[src/rtl/keycode_entry.sv]
// -----------------------------------------------------------------------------
// keycode_entry
//
// Receiving end of the 16-button priority-encoder keypad path. The encoded key
// number and its "any key" strobe arrive asynchronously to hz100. They are
// brought into the clock domain through two flops each, then debounced. The
// block emits exactly one event per physical press. Each event is decoded to a
// one-hot key vector and shifted into an NDIGITS hex-digit entry register that
// drives the seven-segment decoders, one nibble per display.
//
// Handshake: key_valid is a one-cycle, valid-only pulse with no ready or
// backpressure. key_onehot is qualified by key_valid and is zero otherwise.
// digits and ndigits already include the new key in the same cycle that
// key_valid is high.
//
// Parameters
//   DEBOUNCE_CYCLES  consecutive stable synced samples needed to accept a
//                    press or a release (>= 2)
//   NDIGITS          hex digits held in the entry register (1..8)
//
// Ports
//   hz100       in   1                    system clock
//   reset       in   1                    synchronous, active-low reset
//   code        in   4                    encoded key number, asynchronous
//   strobe      in   1                    any key pressed, asynchronous
//   clr         in   1                    synchronous clear of the entry register
//   key_valid   out  1                    one-cycle pulse per accepted press
//   key_onehot  out  16                   1<<key while key_valid, else 0
//   key_down    out  1                    high while an accepted key is held
//   digits      out  4*NDIGITS            entry register, newest digit in [3:0]
//   ndigits     out  clog2(NDIGITS+1)     digits entered, saturates at NDIGITS
// -----------------------------------------------------------------------------
module keycode_entry #(
  parameter int DEBOUNCE_CYCLES = 2,
  parameter int NDIGITS         = 8
) (
  input  logic                           hz100,
  input  logic                           reset,
  input  logic [3:0]                     code,
  input  logic                           strobe,
  input  logic                           clr,
  output logic                           key_valid,
  output logic [15:0]                    key_onehot,
  output logic                           key_down,
  output logic [4*NDIGITS-1:0]           digits,
  output logic [$clog2(NDIGITS+1)-1:0]   ndigits
);

  localparam int CNT_W = $clog2(DEBOUNCE_CYCLES + 1);
  localparam int ND_W  = $clog2(NDIGITS + 1);
  localparam int DIG_W = 4 * NDIGITS;

  localparam logic [CNT_W-1:0] CNT_ONE  = CNT_W'(1);
  localparam logic [CNT_W-1:0] CNT_LAST = CNT_W'(DEBOUNCE_CYCLES - 1);
  localparam logic [ND_W-1:0]  ND_ONE   = ND_W'(1);
  localparam logic [ND_W-1:0]  ND_FULL  = ND_W'(NDIGITS);

  typedef enum logic [1:0] {
    IDLE         = 2'd0,
    PRESS_WAIT   = 2'd1,
    HELD         = 2'd2,
    RELEASE_WAIT = 2'd3
  } state_t;

  // ---------------------------------------------------------------------------
  // Two-flop synchronisers. The code bus can be caught mid-change, so a torn
  // value may appear for one sample. The debouncer only accepts a code after it
  // has been stable for DEBOUNCE_CYCLES samples, which filters that out.
  // ---------------------------------------------------------------------------
  logic [3:0] code_s1, s_code;
  logic       strobe_s1, s_strobe;

  always_ff @(posedge hz100) begin
    if (!reset) begin
      code_s1   <= '0;
      s_code    <= '0;
      strobe_s1 <= 1'b0;
      s_strobe  <= 1'b0;
    end else begin
      code_s1   <= code;
      s_code    <= code_s1;
      strobe_s1 <= strobe;
      s_strobe  <= strobe_s1;
    end
  end

  // ---------------------------------------------------------------------------
  // Debounce FSM
  // ---------------------------------------------------------------------------
  state_t           state, state_n;
  logic [3:0]       lat_code, lat_code_n;
  logic [CNT_W-1:0] cnt, cnt_n;
  logic             fire;

  always_ff @(posedge hz100) begin
    if (!reset) begin
      state    <= IDLE;
      cnt      <= '0;
      lat_code <= '0;
    end else begin
      state    <= state_n;
      cnt      <= cnt_n;
      lat_code <= lat_code_n;
    end
  end

  // The sample that moves IDLE to PRESS_WAIT counts as the first stable
  // sample. The event therefore fires on the DEBOUNCE_CYCLES-th consecutive
  // identical pressed sample. Release works the same way: the sample that
  // moves HELD to RELEASE_WAIT counts as the first released sample.
  always_comb begin
    state_n    = state;
    lat_code_n = lat_code;
    cnt_n      = cnt;
    fire       = 1'b0;
    unique case (state)
      IDLE: begin
        if (s_strobe) begin
          state_n    = PRESS_WAIT;
          lat_code_n = s_code;
          cnt_n      = CNT_ONE;
        end
      end
      PRESS_WAIT: begin
        if (!s_strobe) begin
          state_n = IDLE;
        end else if (s_code != lat_code) begin
          lat_code_n = s_code;
          cnt_n      = CNT_ONE;
        end else if (cnt == CNT_LAST) begin
          state_n = HELD;
          fire    = 1'b1;
        end else begin
          cnt_n = cnt + CNT_ONE;
        end
      end
      HELD: begin
        if (!s_strobe) begin
          state_n = RELEASE_WAIT;
          cnt_n   = CNT_ONE;
        end else if (s_code != lat_code) begin
          // A higher-priority key rolled over the held one. Debounce it as a
          // fresh press.
          state_n    = PRESS_WAIT;
          lat_code_n = s_code;
          cnt_n      = CNT_ONE;
        end
      end
      RELEASE_WAIT: begin
        if (s_strobe) begin
          if (s_code == lat_code) begin
            // Release bounce on the same key: resume holding with no new event.
            state_n = HELD;
          end else begin
            state_n    = PRESS_WAIT;
            lat_code_n = s_code;
            cnt_n      = CNT_ONE;
          end
        end else if (cnt == CNT_LAST) begin
          state_n = IDLE;
        end else begin
          cnt_n = cnt + CNT_ONE;
        end
      end
      default: state_n = IDLE;
    endcase
  end

  // ---------------------------------------------------------------------------
  // Entry register candidates. A single-digit register has nothing to shift,
  // so it simply takes the new key.
  // ---------------------------------------------------------------------------
  logic [DIG_W-1:0] digits_shift;
  logic [DIG_W-1:0] digits_lat;

  assign digits_lat = DIG_W'(lat_code);

  if (NDIGITS == 1) begin : g_single_digit
    assign digits_shift = digits_lat;
  end else begin : g_multi_digit
    assign digits_shift = {digits[DIG_W-5:0], lat_code};
  end

  // ---------------------------------------------------------------------------
  // Registered outputs. Every output is a flop, so there is no combinational
  // path from code, strobe or clr to any output.
  // ---------------------------------------------------------------------------
  always_ff @(posedge hz100) begin
    if (!reset) begin
      key_valid  <= 1'b0;
      key_onehot <= '0;
      key_down   <= 1'b0;
      digits     <= '0;
      ndigits    <= '0;
    end else begin
      key_valid  <= fire;
      key_onehot <= fire ? (16'h0001 << lat_code) : 16'h0000;
      key_down   <= (state_n == HELD) || (state_n == RELEASE_WAIT);

      // clr wins over the existing contents but still keeps a key accepted
      // on the same edge. The user sees that key as the first new digit.
      if (clr) begin
        digits  <= fire ? digits_lat : '0;
        ndigits <= fire ? ND_ONE : '0;
      end else if (fire) begin
        digits <= digits_shift;
        if (ndigits != ND_FULL) begin
          ndigits <= ndigits + ND_ONE;
        end
      end
    end
  end

endmodule
[config.mk]
export PLATFORM = sky130hd
export DESIGN_NAME = keycode_entry
export DESIGN_NICKNAME = d
export VERILOG_FILES = /design/src/rtl/keycode_entry.sv
export SDC_FILE = /design/constraint.sdc
export NUM_CORES = 1
export LEC_CHECK = 0
export CORE_MARGIN = 4
export CORE_UTILIZATION = 50
export CTS_CLUSTER_SIZE = 20
export DETAILED_ROUTE_END_ITERATION = 8
export GPL_ROUTABILITY_DRIVEN = 0
export HOLD_SLACK_MARGIN = 0.15
export PLACE_DENSITY = 0.79
export SLEW_MARGIN = 25
export SYNTH_ARGS = -nofsm -noshare
export SYNTH_HDL_FRONTEND = slang
export SYNTH_SLANG_ARGS = --single-unit
[constraint.sdc]
create_clock -name hz100 -period 2.2 [get_ports hz100]
set_clock_uncertainty 0.1 [all_clocks]
set_input_delay 0.33 -clock hz100 [delete_from_list [all_inputs] [get_ports hz100]]
set_output_delay 0.33 -clock hz100 [all_outputs]
set_load 0.01 [all_outputs]
==> qor.yml <==
clock_tree:
  clkLatencyLatePin_ps: 350
  cts-resized-gates: 0
  clock_tree.buffer_depth: 2
  tritoncts_num_sinks: 72
  cts.htree.levels: 3
  cts_setup_buffers: 0
  cts-root-buf: "clkbuf_8"
  clk_pin_slew_ps: 80
  cts.hold.buffers_added: 0
  cts_tree: "yes"
  cts_made_buffers: 9
power:
  static-leakage-power_nw: 1.30
  sw_frac_of_total_pct: 27.2
  pwr-share-clk_pct: 40.3
  net-switching-power_mw: 0.862
  internal_power_mw: 2.30
  power_density_mw_per_mm2: 839
  total_power_mw: 3.16
  combinational_share_of_power_pct: 15.8
  p_seq_share_pct: 44.0
  ir_drop_mv: 0.640
logic_synthesis:
  synth_area_leaders: "dfxtp_1, o21ai_0, a21oi_1, nand3_1, ha_1"
  asyncSetResetFlopFracSynth_pct: 0
  synth.avg_cell_area_um2: 9.08
  synthesis.instances: 320
  synth_fp_nets: 335
  ys.warnings.count: 0
  synth_cell_type_count: 46
  synth_sequential_area_ratio_pct: 49.6
  netlist.top_cell.by_area: "dfxtp_1"
  synth_edf_count: 0
  most_used_flip_flop_cell_after_synthesis: "dfxtp_1"
  ys_ff_latch: 72
  yosysTopAreaCellShare_pct: 49.6
  post_synth_instance_area_mm2: 0.00291
sta:
  slew_viol_final: 0
  rsz0062_at_grt: "no"
  final_hold_viol_count: 0
  final.min_clock_period_ps: 2020
  setup_viol: 0
  worst-slew-pin-transition_ps: 418
  tns_ps: 0
  timing.slew.headroom_pct: 72.0
  whs_ps: 329
  final.period_utilization_pct: 91.9
  fmaxAchievable_ghz: 0.495
status:
  outcome: "completed"
grt:
  grt-ovfl-total: 0
  global_route_wire_length_before_repair_mm: 11.1
  antenna_violations_before_repair: 0
  grt_max_degree: 32
  grt_pass1_vias: 2403
  grt.total_usage_pct: 19.1
drt:
  drc_errors: 0
  drt-initial-drc-count: 112
  detail_route.wl_per_cell_um: 14.8
  totalWireLength_mm: 6.74
  drt-pass1-iter-count: 5
  post_drt_via_cell_ratio: 5.57
  drtAntennaViolNets: 0
  vias: 2531
final_layout:
  drive_above_1_share_pct: 8.38
  insertedDiodeCount: 0
  area.growth.synth_to_final_pct: 29.8
  finalNetCount: 392
  final_common_cell: "dfxtp_1"
  layout_common_cells: "dfxtp_1, clkdlybuf4s50_1, o21ai_0, nand3_1, a21oi_1"
  finish.instance_area_mm2: 0.00377
  filler_cell_count: 468
  post_layout_nonfiller_instances: 454
die:
  std_cell_rows: 27
  fp.dieW_um: 84.2
  start_util_pct: 52.1
  core_region_area_mm2: 0.00557
  floorplan.die_area_mm2: 0.00710
  io_pins: 62
  die_h_um: 84.2
setup_path:
  regToRegStartpoint: "state[1]"
  cp.required_ps: 2380
  startpoint_type: "flop"
  crit_path_start: "state[1]"
  cp_max_fo: 14
  end_kind: "flop"
  crit_type: "flop to flop"
  worst-endpoint-arrival_ps: 2200
place:
  io_buffer_count: 61
  post_dp_cell_area_mm2: 0.00352
  hpwlAfterDp_mm: 4.59
  placedCellCount: 438
run:
  max_cap_violations: 0
worst_hold_path:
  class_of_the_tightest_hold_or_removal_check: "flop to flop"
  worst_hold_startpoint: "code_s1[2]"
[per-layer routing]
layer  GRT usage (%)  up-vias  wire, µm
met2            32.8       77      3420
met1            21.9     1200      2800
li1                -     1242         -
met3            6.97       12       383
met5               0        -         0
met4            6.87        0       132
[state kept, by name (all words and copies together) (netlist names), 2 cells and up]
register	flops
state	2
code_s1	4
lat_code	4
ndigits	4
cnt	2
key_onehot	16
digits	32
s_code	4
[stage by stage]
| stage | utilization [%] | setup WS, ps |
|---|---|---|
| after global routing | 67.7 | 28.3 |
| after CTS | 67.7 | 166 |
| final | 67.7 | 178 |
| after global placement | 63.1 | 291 |
| after floorplan | - | 414 |
| after detailed placement | 63.1 | 178 |
[power by group through the flow]
stage | Sequential [mW] | Combinational (mW) | Clock [mW]
global route | 1.40 | 0.534 | 1.35
detailed placement | 1.42 | 0.487 | 0
finish | 1.39 | 0.498 | 1.27
floorplan | 1.40 | 0.443 | 0
global placement | 1.42 | 0.478 | 0
CTS | 1.39 | 0.491 | 1.29
[worst max-delay path, stage by stage, from the launching register on]
cell and delay, ps:
dfxtp_1 360, inv_1 130, ha_1 240, and2_4 190, and2_1 390, buf_4 280, nand3_1 110, a21oi_1 150
[path summary, 6_finish.rpt]
kind                              endpoint  depth (start not counted)  slack, ps
worst min-delay path             s_code[2]                          1        330
worst max register to register  digits[18]                          7        180
worst max-delay path            digits[18]                          7        180
worst min register to register   s_code[2]                          1        330
[cell type report]
class / count / area, µm² / area share, %
Multi-Input combinational cell: 217 / 1290 / 34.1
Sequential cell: 72 / 1440 / 38.2
Inverter: 8 / 30.0 / 0.796
Clock buffer: 10 / 138 / 3.65
Timing Repair Buffer: 69 / 671 / 17.8
Clock inverter: 6 / 115 / 3.05
Tap cell: 72 / 90.1 / 2.39
[cells in the mapped netlist (2+ instances only)]
library cell  number
clkbuf_1          10
buf_6              6
nand4_1            2
mux2i_1            6
inv_1              7
buf_4              3
a21oi_1           33
ha_1               7
and2_1            11
xnor2_1            3
nand2_1           20
nor2_1            21
buf_2              4
o21ai_0           35
nand3_1           33
dfxtp_1           72
nor4_1             6
a31oi_1            3
and3_1             2
a211oi_1           2
a221oi_1           2
nand2b_1           5
nor2b_1            4
[cells by family (layout without fill, tap and decap cells)]
group	Yosys count	in the layout	synth area share [%]
multiplexers	6	6	2.07
AND/OR/NAND/NOR	112	112	19.9
flip-flops	72	72	49.6
AO/OA/AOI/OAI	88	88	17.8
XOR/XNOR	4	4	1.46
buffers and inverters	31	93	6.11
adder cells (fa/ha/maj)	7	7	3.01
(Power assumes the default switching activity.)
